**config.mk**
```make
export PLATFORM = sky130hd
export DESIGN_NAME = piso_serializer
export DESIGN_NICKNAME = d
export VERILOG_FILES = /design/src/rtl/serial_pkg.sv /design/src/rtl/piso_serializer.sv
export SDC_FILE = /design/constraint.sdc
export NUM_CORES = 1
export LEC_CHECK = 0
export ABC_AREA = 1
export CELL_PAD_IN_SITES_DETAIL_PLACEMENT = 0
export CELL_PAD_IN_SITES_GLOBAL_PLACEMENT = 1
export CORE_UTILIZATION = 29
export CTS_BUF_LIST = sky130_fd_sc_hd__clkbuf_16
export CTS_CLUSTER_DIAMETER = 40
export DETAILED_ROUTE_END_ITERATION = 7
export PLACE_DENSITY = 0.79
export SLEW_MARGIN = 5
export SYNTH_ARGS = -nofsm -noshare
export SYNTH_HDL_FRONTEND = slang
export SYNTH_SLANG_ARGS = --single-unit
```
**constraint.sdc**
```tcl
create_clock -name clk -period 1.25 [get_ports clk]
set_input_delay 0.25 -clock clk [delete_from_list [all_inputs] [get_ports clk]]
set_output_delay 0.25 -clock clk [all_outputs]
set_load 0.005 [all_outputs]
```
**src/rtl/serial_pkg.sv**
```systemverilog
// rtl/serial_pkg.sv - shared types and sizing for the serial shift-register chain
package serial_pkg;

   localparam int WIDTH_DEF = 4;

   typedef enum logic {
      IDLE  = 1'b0,
      SHIFT = 1'b1
   } state_t;

   // Bit-counter width, shared with the receiving shift chain (WIDTH >= 2).
   function automatic int cnt_width(input int width);
      return (width > 1) ? $clog2(width) : 1;
   endfunction

endpackage

```
**src/rtl/piso_serializer.sv**
```systemverilog
// rtl/piso_serializer.sv - parallel-in serial-out transmitter, MSB first, bit_en paced
module piso_serializer
   import serial_pkg::*;
#(
   parameter int WIDTH = WIDTH_DEF
) (
   input  logic             clk,
   input  logic             clr,
   input  logic             bit_en,
   input  logic [WIDTH-1:0] din,
   input  logic             din_valid,
   output logic             din_ready,
   output logic             sout,
   output logic             sframe,
   output logic             slast
);

   localparam int CW = cnt_width(WIDTH);

   state_t           state;
   logic [WIDTH-1:0] shreg;
   logic [CW-1:0]    cnt;
   logic             last_bit;
   logic             accept;

   // Last bit is being consumed on this edge; a new word may load in the same edge.
   assign last_bit  = (state == SHIFT) && (cnt == '0) && bit_en;
   assign din_ready = (state == IDLE) || last_bit;
   assign accept    = din_valid && din_ready;

   always_ff @(posedge clk or posedge clr) begin
      if (clr) begin
         state <= IDLE;
         shreg <= '0;
         cnt   <= '0;
      end else if (accept) begin
         state <= SHIFT;
         shreg <= din;
         cnt   <= CW'(WIDTH - 1);
      end else if (state == SHIFT && bit_en) begin
         if (cnt == '0) begin
            state <= IDLE;
            shreg <= '0;
         end else begin
            shreg <= {shreg[WIDTH-2:0], 1'b0};
            cnt   <= cnt - CW'(1);
         end
      end
   end

   // Outputs decode registered state only, so clr clears them without a clock.
   assign sout   = (state == SHIFT) && shreg[WIDTH-1];
   assign sframe = (state == SHIFT);
   assign slast  = (state == SHIFT) && (cnt == '0);

endmodule

```
==> impl_metrics.yaml, run 1 <==
run_status:
  status: "finished, violations left"
  failed_checks: "negative setup slack"
synth:
  syn_nets: 71
  synthesis.area_um2: 417
  avgSynthCellArea_um2: 6.72
  ys_seq_area_share_pct: 42.0
  synth_top_area_share_pct: 42.0
  yosysWarnings: 0
  synth_cell_types: 12
  ys_top_cells_by_area: "dfrtp_1 (42%), nand2_1 (24%), nand3_1 (8.4%)"
  syn_inst: 62
  synth_top_area_cell: "dfrtp_1"
  ys_seq_elements: 7
route:
  via_per_inst: 4.35
  drc_errors: 0
  vias: 439
  ant_nets: 0
  drt_iter0_drc: 7
  routedWlPerCell_um: 9.24
  drt-pass1-iter-count: 3
  wl_um: 933
timing:
  fmax_mhz: 715
  max_slew_margin_pct: 81.2
  finalHoldViolCount: 0
  min_period_ns: 1.40
  min_period_over_period_pct: 112
  grt_setup_unrepaired: "yes"
  setup_viol: 7
  timing.hold.ws_ns: 0.258
  skew_ns: 0.00116
  finalWorstSetupSlack_ns: -0.149
  fin_tns_setup_ns: -0.598
  worstMarginPinSlew_ns: 0.282
  drv_slew: 0
power_and_ir_drop:
  p_int_mw: 1.13
  irDropWorstVdd_mv: 1.13
  combPwrFrac_pct: 45.5
  p_sw_share_pct: 32.0
  clock_power_share_pct: 32.1
  p_sw_mw: 0.531
  finalPower_mw: 1.66
  seq_power_share_pct: 22.4
  p_leak_nw: 0.408
  powerDensity_nw_per_um2: 2310
global_routing:
  grt_overflow_total: 0
  grt_pass1_wl_um: 1510
  grt_pass1_vias: 390
  grt_max_degree: 8
  track_usage_pct: 13.9
  antenna_found_initial: 0
place:
  portBuffers: 11
  gp_congestion: 0.790
  place_ws_ns: -0.346
  hpwl_um: 678
  dp_cells: 94
floorplanning:
  design.die.area_um2: 1590
  fp.dieH_um: 39.9
  rows: 13
  coreArea_um2: 1320
  initial_core_util_pct: 31.6
  pin_count: 12
  fp.dieW_um: 39.9
cts:
  clock_sinks: 7
  htree_levels: 1
  cts-root-buf: "clkbuf_16"
  cts-buffers-inserted: 3
  cts_buffer_depth: 2
  clk_latency_ns: 0.23
  holdBufCountCts: 0
  clk_pin_slew_ns: 0.04
  cts_tree: "built"
final_layout:
  drive_above_1_share_pct: 34.9
  nets: 96
  multi_input_area_um2: 220
  register_area_um2: 175
  final_cells: 101
  fillers: 141
  syn_to_final_growth_pct: 72.1
  antennaDiodeCount: 0
worst_setup_path:
  crit_path_end_kind: "output pin"
  cp_max_fo: 2
  worstPathArrival_ns: 1.15
  startpoint_type: "register"
  crit_type: "register to output pin"
  cp.required_ns: 1.00
job:
  maxCapViolCount: 0
min_path:
  min_path_type: "input pin to async pin"
## cells in the mapped netlist, drive strengths merged
cell type  number
inv            11
nor2            4
buf             1
dfrtp           7
ha              1
nand3           7
nand2          29
o21ai           2
## layout by cell type (no fill, tap or decap)
master	n
buf_2	1
buf_4	8
buf_6	3
clkbuf_16	3
clkbuf_2	1
clkdlybuf4s50_1	7
dfrtp_1	7
dlygate4sd2_1	1
ha_2	1
inv_1	9
inv_2	3
nand2_1	24
nand2_2	4
nand2_4	1
nand3_1	5
nand3_2	2
nor2_1	2
nor2_2	2
o21ai_1	1
o21ai_2	1
## timing repair
item,CTS,global route
endpoints found under the setup margin,9,10
setup buffers,4,0
pin swaps,6,2
resized for setup,20,4
## registers in the layout, summed over array words and instances (netlist names)
| signal | flops |
|---|---|
| shreg | 4 |
| cnt | 2 |
| sframe | 1 |
## through the flow
| stage | utilization, % | instance area, µm² |
|---|---|---|
| global placement | 45.0 | 593 |
| CTS | 54.8 | 722 |
| floorplan | - | 417 |
| detailed placement | 45.0 | 593 |
| finish | 54.4 | 717 |
| global route | 54.4 | 717 |
## critical path, stage by stage, from the launching register on
cell and delay, ns:
dfrtp_1 0.38, inv_1 0.07, ha_2 0.18, buf_6 0.10
nand2_2 0.05, nand2_2 0.06, buf_6 0.09
## metal layers
layer	global-route usage, %	vias up	share of wire, %
met3	3.41	0	4.6
met1	15.4	198	46
li1	-	232	-
met5	0	-	0
met2	27.4	9	49
met4	0	0	0
## final timing paths
kind / from / to / slack (ns) / cells after the start
min: clr / shreg[2] / 0.26 / 2
max reg2reg: cnt[0] / shreg[2] / -0.07 / 10
max: cnt[0] / din_ready / -0.15 / 6
min in group clk: cnt[1] / cnt[1] / 0.47 / 2
max in group asynchronous: clr / shreg[3] / 0.77 / 2
min reg2reg: cnt[1] / cnt[1] / 0.47 / 2
## kinds of logic after synthesis
logic type | synth area share (%)
AO/OA/AOI/OAI | 3.30
adder cells (fa/ha/maj) | 3.00
buffers and inverters | 11.1
flip-flops | 42.0
AND/OR/NAND/NOR | 40.5
## power by group through the flow
stage	combinational, mW	sequential (mW)	clock (mW)
detailed placement	0.649	0.380	0
global placement	0.644	0.378	0
finish	0.755	0.371	0.532
global route	0.864	0.382	0.560
CTS	0.777	0.370	0.538
floorplan	0.353	0.376	0
## area by class of cell
cell class              count  area share [%]
multi-input cells          43            30.7
repair buffers             21            25.5
flip-flops and latches      7            24.4
clock buffers               3            10.5
inverters                  11            5.76
well taps                  15            2.62
clock inverters             1           0.524
(Power assumes the default switching activity.)
==> run 2, diff against run 1 <==
--- a/config.mk
+++ b/config.mk
@@ -6,13 +6,14 @@
 export NUM_CORES = 1
 export LEC_CHECK = 0
 export ABC_AREA = 1
+export CAP_MARGIN = 20
 export CELL_PAD_IN_SITES_DETAIL_PLACEMENT = 0
 export CELL_PAD_IN_SITES_GLOBAL_PLACEMENT = 1
 export CORE_UTILIZATION = 29
 export CTS_BUF_LIST = sky130_fd_sc_hd__clkbuf_16
 export CTS_CLUSTER_DIAMETER = 40
 export DETAILED_ROUTE_END_ITERATION = 7
-export PLACE_DENSITY = 0.79
+export PLACE_DENSITY = 0.81
 export SLEW_MARGIN = 5
 export SYNTH_ARGS = -nofsm -noshare
 export SYNTH_HDL_FRONTEND = slang
==> impl_metrics.yaml, run 2 (same netlist as run 1, synthesis figures left out) <==
worst_setup_path:
  startpoint_type: "register"
  crit_path_end_kind: "output pin"
  worstRegToRegCells: 10
  slowest_delay_ns: 0.37
  slowest_stage: "dfrtp_1"
  cp_max_fo: 2
  crit_type: "register to output pin"
  r2r-end: "cnt[0]"
  reg2reg_slack_ns: -0.06
  r2r_start: "cnt[0]"
  cp.required_ns: 1.00
  path_cells: "inv_1 -> ha_2 -> buf_6 -> nand2_2 -> nand2_2 -> buf_6"
  worstPathArrival_ns: 1.14
cts:
  htree_levels: 1
  cts-root-buf: "clkbuf_16"
  holdBufCountCts: 0
  cts-buffers-inserted: 3
  clock_sinks: 7
  clk_pin_slew_ns: 0.04
  cts_buffer_depth: 2
  cts_tree: "built"
  clk_latency_ns: 0.23
final_layout:
  largest_reg_flops: 4
  top_register: "shreg"
  nets: 97
  layout_common_cells: "nand2_1 (26), inv_1 (9), buf_4 (9)"
  drive_above_1_share_pct: 32.2
  final_common_cell: "nand2_1"
  antennaDiodeCount: 0
  syn_to_final_growth_pct: 72.1
  design_area_um2: 717
floorplanning:
  fp.dieW_um: 39.9
  initial_core_util_pct: 31.6
  rows: 13
  coreArea_um2: 1320
  fp.dieH_um: 39.9
  design.die.area_um2: 1590
  pin_count: 12
timing:
  worstMarginPinSlew_ns: 0.285
  finalHoldViolCount: 0
  skew_ns: 0.00154
  drv_slew: 0
  fmax_mhz: 718
  grt_setup_unrepaired: "yes"
  fin_tns_setup_ns: -0.504
  max_slew_margin_pct: 81.0
  min_period_ns: 1.39
  finalWorstSetupSlack_ns: -0.142
  min_period_over_period_pct: 111
  setup_viol: 7
power_and_ir_drop:
  p_leak_nw: 0.412
  p_int_mw: 1.14
  powerDensity_nw_per_um2: 2330
  p_sw_mw: 0.535
  combPwrFrac_pct: 45.6
  seq_power_share_pct: 22.1
  irDropWorstVdd_mv: 1.21
  clock_power_share_pct: 32.2
  p_sw_share_pct: 32.0
global_routing:
  grt-busiest-layer: "met2"
  grt_max_degree: 8
  use_met2_pct: 26.2
  grt_overflow_total: 0
  grt_pass1_wl_um: 1660
  antenna_found_initial: 0
  grtUsageMet3_pct: 3.41
  met1_usage_pct: 18.9
  track_usage_pct: 16.1
  grt_pass1_vias: 432
run_status:
  status: "finished, violations left"
  failed_checks: "negative setup slack"
place:
  portBuffers: 11
  placed_area_um2: 586
  place_ws_ns: -0.345
  hpwl_um: 651
  gp_congestion: 0.809
route:
  drt-pass1-iter-count: 4
  routedWlPerCell_um: 9.24
  via_per_inst: 4.24
  vias: 432
  ant_nets: 0
  drc_errors: 0
  wl_um: 942
  drt_iter0_drc: 9
job:
  maxCapViolCount: 0
min_path:
  min_path_type: "input pin to async pin"
run 2: cell count changes in the layout (fill, tap and decap cells not counted), sizes merged:
cell,change
buf,+1
run 2: final cells by class:
| class | count | area [µm²] |
|---|---|---|
| Inverter | 11 | 41.3 |
| Tap cell | 15 | 18.8 |
| Fill cell | 135 | 601 |
| Multi-Input combinational cell | 43 | 213 |
| Sequential cell | 7 | 175 |
| Clock inverter | 1 | 3.75 |
| Clock buffer | 3 | 75.1 |
| Timing Repair Buffer | 22 | 190 |
run 2: repair_timing:
item	in CTS	in global routing
setup buffers	5	0
endpoints found under the setup margin	9	9
pin swaps	3	2
gates resized for setup	16	5
run 2: critical path: cells and delay by family, from the launching register on:
| family | cells | cell delay, ns |
|---|---|---|
| and+or+nand+nor | 2 | 0.12 |
| buffers and inverters | 3 | 0.25 |
| adders and majority gates | 1 | 0.18 |
| DFF | 1 | 0.37 |
run 2: power by group through the flow:
stage | sequential (mW) | combinational (mW) | clock, mW
floorplan | 0.376 | 0.353 | 0
global placement | 0.378 | 0.641 | 0
detailed placement | 0.379 | 0.646 | 0
CTS | 0.372 | 0.745 | 0.544
global route | 0.383 | 0.876 | 0.561
finish | 0.371 | 0.764 | 0.539
run 2: layer usage:
metal  wire [µm]  vias to the layer above  share of wire (%)
li1            -                      235                  -
met1         437                      180                 46
met2         426                       12                 45
met3          50                        5                5.3
met4          28                        0                3.0
met5           0                        -                  0
run 2: worst max-delay path by stage:
| stage | start | endpoint | slack (ns) | cells after the start |
|---|---|---|---|---|
| after detailed placement | bit_en | din_ready | -0.35 | 4 |
| after global routing | cnt[0] | din_ready | -0.20 | 6 |
| after CTS | cnt[1] | din_ready | -0.16 | 6 |
| after floorplan | cnt[0] | shreg[1] | 0.13 | 8 |
| after global placement | bit_en | din_ready | -0.33 | 4 |
| final | cnt[0] | din_ready | -0.14 | 6 |
run 2: through the flow:
| stage | utilization, % | total power [mW] | cells | hold slack [ns] |
|---|---|---|---|---|
| floorplan | - | 0.729 | 62 | 0.0534 |
| CTS | 53.8 | 1.66 | 102 | 0.264 |
| global placement | 44.4 | 1.02 | 93 | 0.456 |
| detailed placement | 44.4 | 1.03 | 93 | 0.459 |
| global route | 54.4 | 1.82 | 102 | 0.308 |
| finish | 54.4 | 1.67 | 102 | 0.255 |
==> run 3, diff against run 2 <==
--- a/config.mk
+++ b/config.mk
@@ -13,7 +13,7 @@
 export CTS_BUF_LIST = sky130_fd_sc_hd__clkbuf_16
 export CTS_CLUSTER_DIAMETER = 40
 export DETAILED_ROUTE_END_ITERATION = 7
-export PLACE_DENSITY = 0.81
+export PLACE_DENSITY_LB_ADDON = 0.1
 export SLEW_MARGIN = 5
 export SYNTH_ARGS = -nofsm -noshare
 export SYNTH_HDL_FRONTEND = slang
==> impl_metrics.yaml, run 3 (same netlist as run 1, synthesis figures left out) <==
run_status:
  status: "finished, violations left"
  failed_checks: "negative setup slack"
power_and_ir_drop:
  finalPower_mw: 1.78
  p_int_mw: 1.20
  p_leak_nw: 0.428
  combPwrFrac_pct: 49.3
  clock_power_share_pct: 30.1
  powerDensity_nw_per_um2: 2290
  irDropWorstVdd_mv: 1.27
  p_sw_mw: 0.582
  p_sw_share_pct: 32.7
  seq_power_share_pct: 20.7
worst_setup_path:
  r2r_start: "cnt[0]"
  worstPathArrival_ns: 1.16
  cp.required_ns: 1.00
  r2r-end: "shreg[2]"
  slowest_delay_ns: 0.36
  crit_type: "register to output pin"
  worstRegToRegCells: 10
  startpoint_type: "register"
  reg2reg_slack_ns: -0.03
  slowest_stage: "dfrtp_1"
  cp_max_fo: 2
  worst_path_most_repeated_cell: "nand2_2"
  crit_path_end_kind: "output pin"
  path_cells: "inv_1 -> ha_2 -> buf_6 -> nand2_2 -> nand2_2 -> buf_2"
min_path:
  min_path_type: "input pin to async pin"
timing:
  grt_setup_unrepaired: "yes"
  finalWorstSetupSlack_ns: -0.156
  min_period_over_period_pct: 112
  drv_slew: 0
  fmax_mhz: 711
  fin_tns_setup_ns: -0.338
  max_slew_margin_pct: 81.4
  timing.hold.ws_ns: 0.252
  skew_ns: 0.00370
  setup_viol: 7
  finalHoldViolCount: 0
  worstMarginPinSlew_ns: 0.278
  min_period_ns: 1.41
floorplanning:
  pin_count: 12
  design.die.area_um2: 1590
  fp.dieW_um: 39.9
  fp.dieH_um: 39.9
  coreArea_um2: 1320
  rows: 13
  initial_core_util_pct: 31.6
route:
  drc_errors: 0
  routedWlPerCell_um: 9.04
  ant_nets: 0
  drt-pass1-iter-count: 4
  vias: 436
  via_per_inst: 4.19
  wl_um: 940
  drt_iter0_drc: 4
job:
  maxCapViolCount: 0
cts:
  cts-root-buf: "clkbuf_16"
  cts_tree: "built"
  cts-buffers-inserted: 3
  clk_latency_ns: 0.23
  cts_buffer_depth: 2
  clock_sinks: 7
  clk_pin_slew_ns: 0.04
  holdBufCountCts: 0
  htree_levels: 1
final_layout:
  final_common_cell: "nand2_1"
  top_register: "shreg"
  layout_common_cells: "nand2_1 (23), inv_1 (9), buf_4 (9)"
  largest_reg_flops: 4
  nets: 99
  final_cells: 104
  syn_to_final_growth_pct: 87.1
  drive_above_1_share_pct: 42.7
  antennaDiodeCount: 0
global_routing:
  antenna_found_initial: 0
  track_usage_pct: 15.5
  grt_overflow_total: 0
  grt_pass1_vias: 386
  grt_max_degree: 8
  grt_pass1_wl_um: 1590
place:
  dp_cells: 95
  gp_congestion: 0.728
  portBuffers: 11
  place_ws_ns: -0.351
  hpwl_um: 654
==> run 3: power groups by stage <==
stage          Sequential (mW)  Clock (mW)  Combinational, mW
2_1_floorplan            0.376           0              0.353
3_3_place_gp             0.377           0              0.677
3_5_place_dp             0.378           0              0.670
4_1_cts                  0.369       0.541              0.826
5_1_grt                  0.378       0.562              0.965
6_report                 0.368       0.536              0.878
==> run 3: stage by stage <==
step | cell area (µm²) | util, %
floorplan | 417 | -
global placement | 601 | 45.6
detailed placement | 601 | 45.6
CTS | 752 | 57.1
global route | 779 | 59.2
finish | 779 | 59.2
==> run 3: layer usage <==
metal | wire length [µm] | vias up | track usage [%]
met5 | 0 | - | 0
met4 | 0 | 0 | 5.17
met3 | 50 | 0 | 6.82
met2 | 472 | 11 | 24.2
met1 | 417 | 183 | 18.7
li1 | - | 242 | -
==> run 3: worst max path at each step <==
stage / startpoint / end / slack [ns] / cells after the start
finish: cnt[0] / din_ready / -0.16 / 6
global route: cnt[0] / din_ready / -0.22 / 6
CTS: cnt[1] / din_ready / -0.16 / 6
detailed placement: bit_en / din_ready / -0.35 / 4
global placement: bit_en / din_ready / -0.35 / 4
floorplan: cnt[0] / shreg[1] / 0.13 / 8
==> run 3: worst max-delay path, delay by kind of cell, from the launching register on <==
family	cells	cell delay [ns]
flops	1	0.36
simple gates	2	0.12
buf+inv	3	0.27
fa+ha+maj	1	0.18
==> run 3: cell type report <==
cell class | count | area [µm²]
fillers | 127 | 538
multi-input cells | 43 | 256
repair buffers | 24 | 206
flip-flops and latches | 7 | 175
clock buffers | 3 | 75.1
inverters | 11 | 43.8
well taps | 15 | 18.8
clock inverters | 1 | 3.75
==> run 3: what timing repair did <==
item,CTS,global route
pin swaps,7,7
endpoints found under the setup margin,9,8
resized for setup,26,7
buffers inserted,5,1
